`src/rtl/game_pkg.sv`:
```
// ============================================================================
// Module  : game_pkg
// Brief   : Shared game state type and active-low 7-segment digit codes.
// Revision: 1.0 - initial release
// ============================================================================
`default_nettype none

package game_pkg;

  typedef enum logic [1:0] {
    IDLE = 2'd0,
    RUN  = 2'd1,
    OVER = 2'd2
  } state_t;

  localparam logic [6:0] SEG_BLANK = 7'h7F;
  localparam logic [6:0] SEG_0     = 7'h40;
  localparam logic [6:0] SEG_1     = 7'h79;
  localparam logic [6:0] SEG_2     = 7'h24;
  localparam logic [6:0] SEG_3     = 7'h30;
  localparam logic [6:0] SEG_4     = 7'h19;
  localparam logic [6:0] SEG_5     = 7'h12;
  localparam logic [6:0] SEG_6     = 7'h02;
  localparam logic [6:0] SEG_7     = 7'h78;
  localparam logic [6:0] SEG_8     = 7'h00;
  localparam logic [6:0] SEG_9     = 7'h10;

  // Bit0 = segment a ... bit6 = segment g; a 0 lights the segment.
  function automatic logic [6:0] seg_encode(input logic [3:0] digit);
    logic [6:0] code;
    case (digit)
      4'd0:    code = SEG_0;
      4'd1:    code = SEG_1;
      4'd2:    code = SEG_2;
      4'd3:    code = SEG_3;
      4'd4:    code = SEG_4;
      4'd5:    code = SEG_5;
      4'd6:    code = SEG_6;
      4'd7:    code = SEG_7;
      4'd8:    code = SEG_8;
      4'd9:    code = SEG_9;
      default: code = SEG_BLANK;
    endcase
    return code;
  endfunction

endpackage

`default_nettype wire

```
`src/rtl/seg7_encoder.sv`:
```
// ============================================================================
// Module  : seg7_encoder
// Brief   : Combinational BCD digit to active-low 7-segment code.
// Revision: 1.0 - initial release
// ============================================================================
`default_nettype none

module seg7_encoder
  import game_pkg::*;
(
  input  logic [3:0] digit,
  output logic [6:0] segment
);

  always_comb begin
    segment = seg_encode(digit);
  end

endmodule

`default_nettype wire

```
`src/rtl/game_timer_score.sv`:
```
// ============================================================================
// Module  : game_timer_score
// Brief   : Game state machine, countdown timer and saturating score with
//           registered 7-segment outputs, clocked by the pixel clock.
//           Optional macro GAME_OVER_BLINK_EN blinks the time digit in OVER.
// Revision: 1.0 - initial release
// ============================================================================
`default_nettype none

module game_timer_score
  import game_pkg::*;
#(
  parameter int CLK_HZ       = 25000000,
  parameter int GAME_SECONDS = 9,
  parameter int SCORE_MAX    = 9
) (
  input  logic       vga_clk,
  input  logic       reset,
  input  logic       start_n,
  input  logic       score_pulse,
  output logic [6:0] time_segment,
  output logic [6:0] score_segment,
  output logic       running,
  output logic       game_over
);

  localparam int             PW         = $clog2(CLK_HZ);
  localparam logic [PW-1:0]  PRE_LAST   = PW'(CLK_HZ - 1);
  localparam logic [3:0]     GAME_DIGIT = 4'(GAME_SECONDS);
  localparam logic [3:0]     SCORE_TOP  = 4'(SCORE_MAX);

  state_t          state, state_next;
  logic [PW-1:0]   prescaler, prescaler_next;
  logic [3:0]      time_digit, time_next;
  logic [3:0]      score_digit, score_next;
  logic            sync1, sync2, sync3, start_evt;
  logic            wrap;
  logic            blank_show;
  logic [6:0]      time_enc, score_enc;

  // start_n is asynchronous: two sync flops, a history flop, and a
  // registered falling-edge strobe.
  always_ff @(posedge vga_clk) begin
    if (reset) begin
      sync1     <= 1'b1;
      sync2     <= 1'b1;
      sync3     <= 1'b1;
      start_evt <= 1'b0;
    end else begin
      sync1     <= start_n;
      sync2     <= sync1;
      sync3     <= sync2;
      start_evt <= sync3 & ~sync2;
    end
  end

  assign wrap = (prescaler == PRE_LAST);

  always_comb begin
    state_next     = state;
    prescaler_next = prescaler;
    time_next      = time_digit;
    score_next     = score_digit;
    case (state)
      IDLE: begin
        if (start_evt) begin
          state_next     = RUN;
          prescaler_next = '0;
          time_next      = GAME_DIGIT;
          score_next     = 4'd0;
        end
      end
      RUN: begin
        prescaler_next = wrap ? '0 : prescaler + 1'b1;
        if (wrap) begin
          if (time_digit <= 4'd1) begin
            time_next  = 4'd0;
            state_next = OVER;
          end else begin
            time_next = time_digit - 4'd1;
          end
        end
        if (score_pulse && (score_digit < SCORE_TOP)) begin
          score_next = score_digit + 4'd1;
        end
      end
      OVER: begin
`ifdef GAME_OVER_BLINK_EN
        prescaler_next = wrap ? '0 : prescaler + 1'b1;
`endif
        if (start_evt) begin
          state_next     = RUN;
          prescaler_next = '0;
          time_next      = GAME_DIGIT;
          score_next     = 4'd0;
        end
      end
      default: begin
        state_next = IDLE;
      end
    endcase
  end

  always_ff @(posedge vga_clk) begin
    if (reset) begin
      state       <= IDLE;
      prescaler   <= '0;
      time_digit  <= GAME_DIGIT;
      score_digit <= 4'd0;
    end else begin
      state       <= state_next;
      prescaler   <= prescaler_next;
      time_digit  <= time_next;
      score_digit <= score_next;
    end
  end

`ifdef GAME_OVER_BLINK_EN
  logic blank, blank_next;

  // Cleared whenever the next state leaves OVER, so RUN shows a steady digit
  // from the same edge; toggles on each wrap while staying in OVER.
  always_comb begin
    blank_next = 1'b0;
    if (state_next == OVER) begin
      blank_next = (state == OVER && wrap) ? ~blank : blank;
    end
  end

  always_ff @(posedge vga_clk) begin
    if (reset) begin
      blank <= 1'b0;
    end else begin
      blank <= blank_next;
    end
  end

  assign blank_show = blank_next;
`else
  assign blank_show = 1'b0;
`endif

  seg7_encoder u_time_enc (
    .digit   (time_digit),
    .segment (time_enc)
  );

  seg7_encoder u_score_enc (
    .digit   (score_digit),
    .segment (score_enc)
  );

  always_ff @(posedge vga_clk) begin
    if (reset) begin
      time_segment  <= seg_encode(GAME_DIGIT);
      score_segment <= SEG_0;
      running       <= 1'b0;
      game_over     <= 1'b0;
    end else begin
      time_segment  <= blank_show ? SEG_BLANK : time_enc;
      score_segment <= score_enc;
      running       <= (state_next == RUN);
      game_over     <= (state_next == OVER);
    end
  end

endmodule

`default_nettype wire

```
`config.mk`:
```
export PLATFORM = sky130hd
export DESIGN_NAME = game_timer_score
export DESIGN_NICKNAME = d
export VERILOG_FILES = /design/src/rtl/game_pkg.sv /design/src/rtl/seg7_encoder.sv /design/src/rtl/game_timer_score.sv
export SDC_FILE = /design/constraint.sdc
export NUM_CORES = 1
export LEC_CHECK = 0
export CORE_ASPECT_RATIO = 1.2
export CORE_MARGIN = 1
export CORE_UTILIZATION = 60
export CTS_BUF_LIST = sky130_fd_sc_hd__clkbuf_4 sky130_fd_sc_hd__clkbuf_8
export DETAILED_ROUTE_END_ITERATION = 10
export DONT_BUFFER_PORTS = 1
export GPL_ROUTABILITY_DRIVEN = 0
export PLACE_DENSITY = 0.83
export SYNTH_ARGS = -nofsm -noshare
export SYNTH_HDL_FRONTEND = slang
export SYNTH_SLANG_ARGS = --single-unit
```
`constraint.sdc`:
```
create_clock -name vga_clk -period 2.1 [get_ports vga_clk]
set_input_delay 0.315 -clock vga_clk [delete_from_list [all_inputs] [get_ports vga_clk]]
set_output_delay 0.315 -clock vga_clk [all_outputs]
set_load 0.1 [all_outputs]
```
Word level (Yosys, flattened, before mapping)

Memory sizes are Yosys's and may differ from the RTL's. A register that Yosys moved wholly into a read port is not among the register bits.
Cells that the tools add are included.

Flip-flop bits (word level): 41
Memory bits (read-only): 224
Output and inout port bits: 16
Logic and storage cells: 48
Memories: 2

Add/subtract/negate cells: 3
Order comparisons: 2
Equality and inequality tests: 8
Muxes and demuxes: 14
Bitwise logic cells: 2
Reduce and logical (&&, ||, !) cells: 7

Memories:

| memory          | depth | width | rd ports | clocked after Yosys merged registers in | wr ports | line           | text |
|---|---|---|---|---|---|---|---|
| (no name shown) | 16    | 7     | 1        | 1                                       | 0        | game_pkg.sv:31 | `case (digit)` |
| (no name shown) | 16    | 7     | 1        | 1                                       | 0        | game_pkg.sv:31 |  |

Operators by type and width:

| operator                | count |
|---|---|
| $mux W25                | 2 |
| $pmux W25 S2            | 1 |
| $add A25 B1 Y25 const B | 1 |
| $eq A25 B25 Y1 const B  | 1 |
| $mux W4                 | 5 |
| $pmux W4 S2             | 2 |
| $mux W2                 | 3 |
| $reduce_and A3 Y1       | 2 |
| $add A4 B1 Y4 const B   | 1 |
| $eq A2 B1 Y1 const B    | 2 |
| $eq A2 B2 Y1 const B    | 2 |
| $le A4 B1 Y1 const B    | 1 |
| $lt A4 B4 Y1 const B    | 1 |
| $ne A2 B2 Y1 const B    | 2 |
| $pmux W2 S2             | 1 |
| $sub A4 B1 Y4 const B   | 1 |
| $logic_not A2 Y1        | 1 |
| $ne A2 B1 Y1 const B    | 1 |
| $reduce_and A2 Y1       | 1 |
| $reduce_bool A2 Y1      | 1 |
| $reduce_or A2 Y1        | 1 |
| $and A1 B1 Y1           | 1 |
| $logic_and A1 B1 Y1     | 1 |
| $not A1 Y1              | 1 |

Logic depth before layout (Yosys ltp)

Gate-level depths: netlist (run 1).

Word-level depth: 5
Mapped depth: 7

Modules after synthesis

A second synthesis (run 1) with hierarchy kept.

Cells, all modules: 347
Area total of the unflattened synthesis: 2884.0 um^2

Modules (own cells, without submodules):

| module           | instances | cells each | area each (um^2) |
|---|---|---|---|
| game_timer_score | 1         | 281        | 2463.6 |
| seg7_encoder     | 2         | 33         | 210.2 |

Worst setup path before layout (run 1)

Ideal clock, no wire load.

Path type: register to register
Start: register prescaler[0]
End: register time_digit[0]
Library setup time: 59 ps
Data arrival time: 1825 ps
Required time: 2041 ps
Setup slack: 216 ps
Cell stages (with the launch flop): 8
Buffers on the path: 1
Period minus slack after synthesis: 1884 ps
Cells stage by stage: dfxtp_1 -> ha_1 -> and3_1 -> nand3_2 -> or4_1 -> buf_2 -> o31ai_1 -> a221o_1

Cells in the longest elaborated chain, start to end: 3

Ends and longest elaborated chain:

| item                               | line                    | text |
|---|---|---|
| start: declaration                 | game_timer_score.sv:33  | `logic [PW-1:0] prescaler, prescaler_next;` |
| start signal: assignment           | game_timer_score.sv:112 | `prescaler <= prescaler_next;` |
| $eq A25 B25 Y1                     | game_timer_score.sv:57  | `assign wrap = (prescaler == PRE_LAST);` |
| $ne A2 B2 Y1 (no source line)      | -                       |  |
| $reduce_and A3 Y1 (no source line) | -                       |  |
| end signal: assignment             | game_timer_score.sv:113 | `time_digit <= time_next;` |
| end: declaration                   | game_timer_score.sv:34  | `logic [3:0] time_digit, time_next;` |

Every way passes these cells.
A chain may end at the register's enable or synchronous reset.

Final worst setup path (run 1)

Ends and elaborated chain as after synthesis.

==> impl_results.md, run 1 <==
- Pre-Repair DR Iteration Count: 5
- Endpoints failing hold: 0
- First-pass GRT wire length: 10200 um
- CP max FO: 7
- Startpoint Class: flip-flop
- Post-synth ARST share: 0%
- HP Class: in -> reg
- DRC: 0
- FILL cells: 354
- Total chip power: 1760 uW
- Layout area overhead: 11.9%
- Worst skew pair latency: 310 ps
- CP Data Arrival Time: 2220 ps
- CTS Buffer Depth: 2
- Synth top cells by count: dfxtp_1, nor2_1, a21oi_1
- DRT Wirelength: 6150 um
- Ant diodes: 0
- Wire per inst: 14.8 um
- CP endpoint: time_digit[0]
- Post-layout util: 71.1%
- Pwr/cell area: 567 nW/um^2
- Synth top area cells: dfxtp_1, a21oi_1, ha_1, nor2_1, nand2_1
- Initial antenna violation count: 0
- FMAX: 510 MHz
- Maxcap violations: 0
- Setup CP Type: reg -> reg
- Top FF cell, synth: dfxtp_1
- Total CTS buffers: 5
- CTS HTree Levels: 2
- Final net count: 375
- RR Endpoint: time_digit[0]
- Layout cells sized above 1: 14.4%
- Post-synth top area cell: dfxtp_1
- Initial core utilization: 63.6%
- RSZ-0062 raised after global routing: no
- Tcrit/Tclk final: 93.3%
- Hold Buf Count CTS: 0
- Worst setup EP type: flip-flop
- Yosys cell types: 50
- Setup violators final: 0
- FF/Latch Area: 1100 um^2
- Chip height: 76.5 um
- Setup TNS: 0 ps
- FF-to-FF setup slack: 140 ps
- Iter 0 DRT Violations: 159
- Number of synthesized flops with an enable pin: 0
- Final ANT Viol Nets: 0
- Final clock skew: 9.12 ps
- Chip width: 64.0 um
- Hold_ws: 56.2 ps
- Pleak: 0.00111 uW
- Worst Setup SP: prescaler[0]
- GRT Total Usage: 26.3%
- Port Buffers: 0
- Clock sink count: 55
- Clock transition at path regs: 100 ps
- Max VDD drop: 0.000519 V
- Ports: 20
- CTS tree: built
- Mapped Cells: 342
- Largest net degree at the start of global routing: 46
- Status: finished, final reports clean
- Slew Viols, Final: 0
- Core footprint: 4360 um^2
- Yosys warning count: 0
- Syn Area/Cell: 8.10 um^2
- Sequential-to-total area share from yosys stat: 39.7%
- Slew Limit Headroom: 53.4%
- Worst R2R Start: prescaler[0]
- Worst-Margin Slew: 692 ps
- Die area: 4900 um^2
- Clock period minus worst slack: 1960 ps
- Vias in the first global route: 2369
- R2R cell count: 6
- Synth top area share: 39.7%
- Multi-input logic area: 1550 um^2
- #FFs+latches synth: 55
- Syn nets: 358
- Clock Tree Root: clkbuf_8
- Count leader, synth: dfxtp_1
- Mapped cell area: 2770 um^2
- Site row count: 26
- Dpl hpwl: 4350 um
- Critical Path RT: 2360 ps
- Grt ovf: 0
- DR vias: 2594
- Via density: 6.24
[metrics by stage]
| stage | std cells | worst slack (ps) | area (um^2) |
|---|---|---|---|
| 4_1_cts | 416 | 48.4 | 3080 |
| 6_report | 416 | 140 | 3100 |
| 3_5_place_dp | 408 | 84.8 | 2990 |
| 5_1_grt | 416 | 50.2 | 3100 |
| 3_3_place_gp | 408 | 183 | 2990 |
| 2_1_floorplan | 342 | 216 | 2770 |
[cells by family after synthesis]
group | synth area share [%]
simple gates | 28.4
compound gates | 16.5
flops | 39.7
buf+inv | 5.10
xor+xnor | 3.79
fa+ha+maj | 5.42
mux | 1.08
[placed cells by master (no fill, tap or decap), types with 8 or more instances in the layout]
cell type  synthesis  final
dfxtp_1           55     55
nor2_1            36     36
a21oi_1           33     33
buf_4              0     32
nand2_1           31     31
o21ai_0           16     16
inv_1             12     12
ha_1              12     12
nand3_1           11     11
nor3_1            11     11
nand4_1           10     10
xnor2_1           10     10
nor4_1             9      9
nand2b_1           8      8
[state kept, by name, summed over array words and instances (netlist names), 2 cells and up]
name and count:
state 2, score_digit 4, score_segment 7, prescaler 25
time_digit 4, time_segment 7
[repair_timing]
item / in CTS / in global routing
gates resized for setup: 0 / 3
endpoints found under the hold margin: 0 / 0
buffers inserted: 0 / 0
setup endpoints to repair: 0 / 17
[power breakdown]
| group | total, uW | internal, uW | switching (uW) |
|---|---|---|---|
| logic | 75.7 | 25.1 | 50.6 |
| registers | 1050 | 1050 | 3.46 |
| clock network | 629 | 284 | 345 |
[worst min-delay path by stage]
stage / endpoint / depth (start not counted) / from
after global placement: score_segment[1] / 1 / reset
after detailed placement: score_segment[1] / 1 / reset
final: time_segment[2] / 1 / reset
after CTS: score_segment[1] / 1 / reset
after floorplan: sync2 / 1 / sync1
after global routing: time_segment[2] / 1 / reset
[critical path: stages, from the launching register on]
cell and delay, ps:
dfxtp_1 380, ha_1 230, and3_1 210, nand3_2 90, or4_4 550, o31ai_1 250, a221o_1 190
[area by class of cell]
cell class,count,share of cell area [%]
sequential,55,35.5
clock buffer,7,2.91
inverter,12,1.45
timing repair buffer,32,7.75
tap,56,2.26
clock inverter,1,0.282
multi-input combinational,253,49.8
[metal layers]
metal  GRT usage (%)  vias to the layer above  part of all wire [%]
met5               0                        -                     0
met4            14.1                        0                   3.1
li1                -                     1246                     -
met3            4.94                       20                   5.8
met1            29.3                     1210                    39
met2            46.2                      118                    52
Power figures use the tool's default switching activity.
==> inputs of run 2 (changes only) <==
--- a/config.mk
+++ b/config.mk
@@ -13,6 +13,7 @@
 export DONT_BUFFER_PORTS = 1
 export GPL_ROUTABILITY_DRIVEN = 0
 export PLACE_DENSITY = 0.83
+export REMOVE_ABC_BUFFERS = 1
 export SYNTH_ARGS = -nofsm -noshare
 export SYNTH_HDL_FRONTEND = slang
 export SYNTH_SLANG_ARGS = --single-unit
==> run 2 against run 1 <==
Compared with the run above:
- clock skew is 1.6 ps higher
- critical endpoint unchanged
- wire length rose by 2.2%
- combinational power shrank 2%
- first-iteration DRC count grew 67%
- global-route usage increased by 0.62 points
- critical path type unchanged
==> impl_results.md, run 2 (synthesized netlist as in run 1, its figures left out) <==
- Clock Tree Root: clkbuf_8
- Total chip power: 1850 uW
- Dpl hpwl: 4330 um
- Clock Power Share: 39.0%
- First-pass GRT wire length: 10600 um
- Ant diodes: 0
- Via density: 6.17
- Clock period minus worst slack: 2010 ps
- Chip height: 76.5 um
- Slowest CP cell: or4_4
- CP max stage delay: 580 ps
- CP Data Arrival Time: 2280 ps
- FMAX: 497 MHz
- Pre-Repair DR Iteration Count: 5
- Grt ovf: 0
- Final net count: 375
- DP Area: 2990 um^2
- HP Class: in -> reg
- Initial core utilization: 63.6%
- Clock transition at path regs: 100 ps
- Hold depth: 1
- Tcrit/Tclk final: 95.8%
- Status: finished, final reports clean
- Crit-path cells: ha_2, and3_1, nand3_2, or4_4, o31ai_1, a221o_1
- DRT Wirelength: 6290 um
- CTS HTree Levels: 2
- Critical Path RT: 2360 ps
- Pwr/cell area: 594 nW/um^2
- FILL cells: 333
- Most common cell after layout, fill and taps aside: dfxtp_1
- Design area: 3110 um^2
- CP bufs+invs: 0
- P_int: 1430 uW
- Port Buffers: 0
- Net Sw Frac: 22.4%
- Setup slack after layout: 89.2 ps
- Worst setup EP type: flip-flop
- RSZ-0062 raised after global routing: no
- Dpl ws: 12.4 ps
- Fin cells: 416
- Post-CTS Setup Inserts: 0
- Core footprint: 4360 um^2
- CTS Buffer Depth: 2
- Final clock skew: 10.7 ps
- Initial antenna violation count: 0
- Commonest cells after routing, fill and taps aside: dfxtp_1, nor2_1, a21oi_1, buf_4, nand2_1
- Ports: 20
- Largest register FFs: 25
- Sw Pwr: 413 uW
- Placed insts: 408
- Setup violators final: 0
- Worst-Margin Slew: 794 ps
- Site row count: 26
- Die area: 4900 um^2
- DRC: 0
- DR vias: 2567
- Chip width: 64.0 um
- Sequential power share: 57.0%
- CP max FO: 7
- Worst skew pair latency: 310 ps
- Setup TNS: 0 ps
- Vias in the first global route: 2402
- Setup CP Type: reg -> reg
- Crit path max-delay family: simple AND/OR/NAND/NOR gates
- CTS tree: built
- Slew Viols, Final: 0
- Maxcap violations: 0
- Iter 0 DRT Violations: 266
- Layout area overhead: 12.1%
- Total CTS buffers: 5
- Endpoints failing hold: 0
- Crit. path cell count: 6
- Pleak: 0.00109 uW
- Logic pwr share: 4.0%
- Top reg by flops: prescaler
- Max VDD drop: 0.000435 V
- GRT Total Usage: 26.9%
- Wire per inst: 15.1 um
- Final ANT Viol Nets: 0
- R2R cell count: 6
- Startpoint Class: flip-flop
- Largest regs: prescaler: 25 flops, score_segment: 7 flops, time_segment: 7 flops
- Slew Limit Headroom: 46.5%
- Clock sink count: 55
- Largest net degree at the start of global routing: 46
- Layout cells sized above 1: 14.4%
==> run 2: worst register-to-register path: stages, from the launching register on <==
cell	delay [ps]
dfxtp_1	390
ha_2	230
and3_1	200
nand3_2	140
or4_4	580
o31ai_1	250
a221o_1	180
==> run 2: worst paths after layout <==
kind,endpoint,slack [ps],from
worst min-delay path,prescaler[21],60,reset
worst max register to register,time_digit[0],90,prescaler[0]
worst max-delay path,time_digit[0],90,prescaler[0]
worst min register to register,sync2,420,sync1
==> run 2: layout make-up <==
cell class,count,area [um^2],area share (%)
repair buffers,32,240,7.73
well taps,56,70.1,2.26
multi-input cells,253,1540,49.4
flip-flops and latches,55,1100,35.4
clock inverters,3,46.3,1.49
clock buffers,5,68.8,2.22
inverters,12,45.0,1.45
==> run 2: metrics by stage <==
stage | util (%) | hold WS (ps)
global route | 71.3 | 36.1
global placement | 68.5 | 390
detailed placement | 68.5 | 392
floorplan | - | 384
finish | 71.3 | 59.7
CTS | 71.2 | 53.3
==> run 2: timing repair <==
item	CTS	global route
endpoints found under the hold margin	0	0
endpoints found under the setup margin	1	3
resized for setup	1	2
hold buffers	0	0
==> run 2: power by group through the flow <==
stage | registers [uW] | logic [uW] | clock network [uW]
final | 1050 | 74.2 | 720
after detailed placement | 1080 | 73.0 | 0
after global placement | 1080 | 71.9 | 0
after floorplan | 1090 | 33.4 | 0
after CTS | 1050 | 73.5 | 729
after global routing | 1050 | 80.1 | 774
==> run 2: routing by layer <==
metal | up-vias | track usage (%) | routed length, um | share of wire (%)
met5 | - | 0 | 0 | 0
met4 | 0 | 10.2 | 146 | 2.3
met3 | 16 | 4.79 | 396 | 6.3
met2 | 119 | 48.2 | 3210 | 51
met1 | 1185 | 31.0 | 2540 | 40
li1 | 1247 | - | - | -
==> inputs of run 3 (changes only) <==
--- a/config.mk
+++ b/config.mk
@@ -5,6 +5,7 @@
 export SDC_FILE = /design/constraint.sdc
 export NUM_CORES = 1
 export LEC_CHECK = 0
+export CAP_MARGIN = 25
 export CORE_ASPECT_RATIO = 1.2
 export CORE_MARGIN = 1
 export CORE_UTILIZATION = 60
==> constraint.sdc (replaced) <==
create_clock -name vga_clk -period 1.9 [get_ports vga_clk]
set_input_delay 0.285 -clock vga_clk [delete_from_list [all_inputs] [get_ports vga_clk]]
set_output_delay 0.285 -clock vga_clk [all_outputs]
set_load 0.1 [all_outputs]
==> run 3 against run 2 <==
Compared with the run above:
- combinational power grew 14%
- flip-flop and latch count unchanged
- clock skew is 1.2 ps lower
- total power increased by 10%
- global-route usage rose by 1.1 points
- die area unchanged
- sequential power increased by 10%
- worst setup slack got worse by 8.4 ps
==> impl_results.md, run 3 (synthesized netlist as in run 1, its figures left out) <==
- DP Area: 3080 um^2
- Worst setup EP type: flip-flop
- Maxcap violations: 0
- Final ANT Viol Nets: 0
- Ports: 20
- CP Data Arrival Time: 2040 ps
- Site row count: 26
- P_int: 1570 uW
- Largest net degree at the start of global routing: 46
- Clock Tree Root: clkbuf_8
- Sequential power share: 57.2%
- Slew Viols, Final: 0
- CTS HTree Levels: 2
- Fin cells: 430
- Worst skew pair latency: 320 ps
- Setup violators final: 0
- Chip width: 64.0 um
- Clock transition at path regs: 100 ps
- Top reg by flops: prescaler
- Slew Limit Headroom: 47.4%
- Ant diodes: 0
- Placed insts: 421
- Clock Power Share: 38.7%
- Wire per inst: 15.4 um
- Critical Path RT: 2120 ps
- Startpoint Class: flip-flop
- Endpoints failing hold: 0
- Logic pwr share: 4.1%
- Total CTS buffers: 5
- Hold_ws: 27.1 ps
- Largest regs: prescaler: 25 flops, score_segment: 7 flops, time_segment: 7 flops
- Hold Buf Count CTS: 0
- Pre-Repair DR Iteration Count: 6
- Core footprint: 4360 um^2
- DR vias: 2633
- CTS Buffer Depth: 2
- Clock period minus worst slack: 1820 ps
- Setup CP Type: reg -> reg
- Pleak: 0.00119 uW
- HP Class: in -> reg
- Iter 0 DRT Violations: 249
- Layout cells sized above 1: 21.1%
- Initial core utilization: 63.6%
- Sw Pwr: 460 uW
- Clock sink count: 55
- Chip height: 76.5 um
- GRT Total Usage: 28.0%
- Layout area overhead: 17.7%
- Net Sw Frac: 22.6%
- Grt ovf: 0
- Largest register FFs: 25
- Tcrit/Tclk final: 95.7%
- Vias in the first global route: 2432
- Commonest cells after routing, fill and taps aside: dfxtp_1, buf_4, nor2_1, a21oi_1, nand2_1
- Via density: 6.12
- Dpl ws: -78.2 ps
- First-pass GRT wire length: 11000 um
- Die area: 4900 um^2
- Dpl hpwl: 4570 um
- Slowest CP cell: dfxtp_1
- FMAX: 550 MHz
- Pwr/cell area: 623 nW/um^2
- CP max FO: 10
- Status: finished, final reports clean
- Crit-path cells: ha_2, nand3_1, nor4_4, a21oi_1, o21bai_1, buf_4, nor2_1
- Final clock skew: 9.51 ps
- CP max stage delay: 360 ps
- Design area: 3260 um^2
- Final net count: 390
- Total chip power: 2030 uW
- Initial antenna violation count: 0
- DRC: 0
- CTS tree: built
- Most common cell after layout, fill and taps aside: dfxtp_1
- Setup slack after layout: 80.9 ps
- DRT Wirelength: 6630 um
- Max VDD drop: 0.000653 V
- Port Buffers: 0
- FILL cells: 322
- Worst-Margin Slew: 781 ps
run 3: final timing paths:
kind	from	endpoint	slack [ps]	cells after the start
worst max register to register	prescaler[0]	prescaler[11]	80	7
worst min-delay path	reset	score_digit[0]	30	1
worst min register to register	sync3	start_evt	400	2
worst max-delay path	prescaler[0]	prescaler[11]	80	7
run 3: final cells by class:
type | instances | area [um^2] | share of cell area (%)
Clock buffer | 5 | 68.8 | 2.11
Clock inverter | 2 | 37.5 | 1.15
Inverter | 12 | 45.0 | 1.38
Multi-Input combinational cell | 253 | 1580 | 48.4
Sequential cell | 55 | 1110 | 34.0
Tap cell | 56 | 70.1 | 2.15
Timing Repair Buffer | 47 | 353 | 10.8
run 3: routing by layer:
layer  GRT usage (%)  wire (um)  up-vias
met3            5.24        422       15
met4            8.64        122        0
met1            32.3       2660     1225
met5               0          0        -
li1                -          -     1276
met2            50.7       3420      117
run 3: power groups by stage:
stage               logic, uW  clock network (uW)  registers (uW)
global route             90.4                 841            1160
CTS                      82.8                 774            1160
global placement         80.4                   0            1190
detailed placement       82.2                   0            1190
finish                   84.3                 786            1160
floorplan                36.9                   0            1200
run 3: what timing repair did:
item                                    CTS  global route
pin swaps                                 0             2
buffers inserted                          0             2
gates cloned                              0             0
endpoints found under the setup margin   10            18
gates resized for setup                   5            13
run 3: stage by stage:
stage | util (%) | setup TNS [ps]
global route | 74.9 | -20.0
floorplan | - | -1050
global placement | 70.7 | -1.86
finish | 74.9 | 0
detailed placement | 70.7 | -274
CTS | 73.7 | 0
run 3: critical path, delay by kind of cell, from the launching register on:
family	cells	cell delay, ps
compound gates	2	330
fa+ha+maj	1	220
buf+inv	1	210
flops	1	360
simple gates	3	600
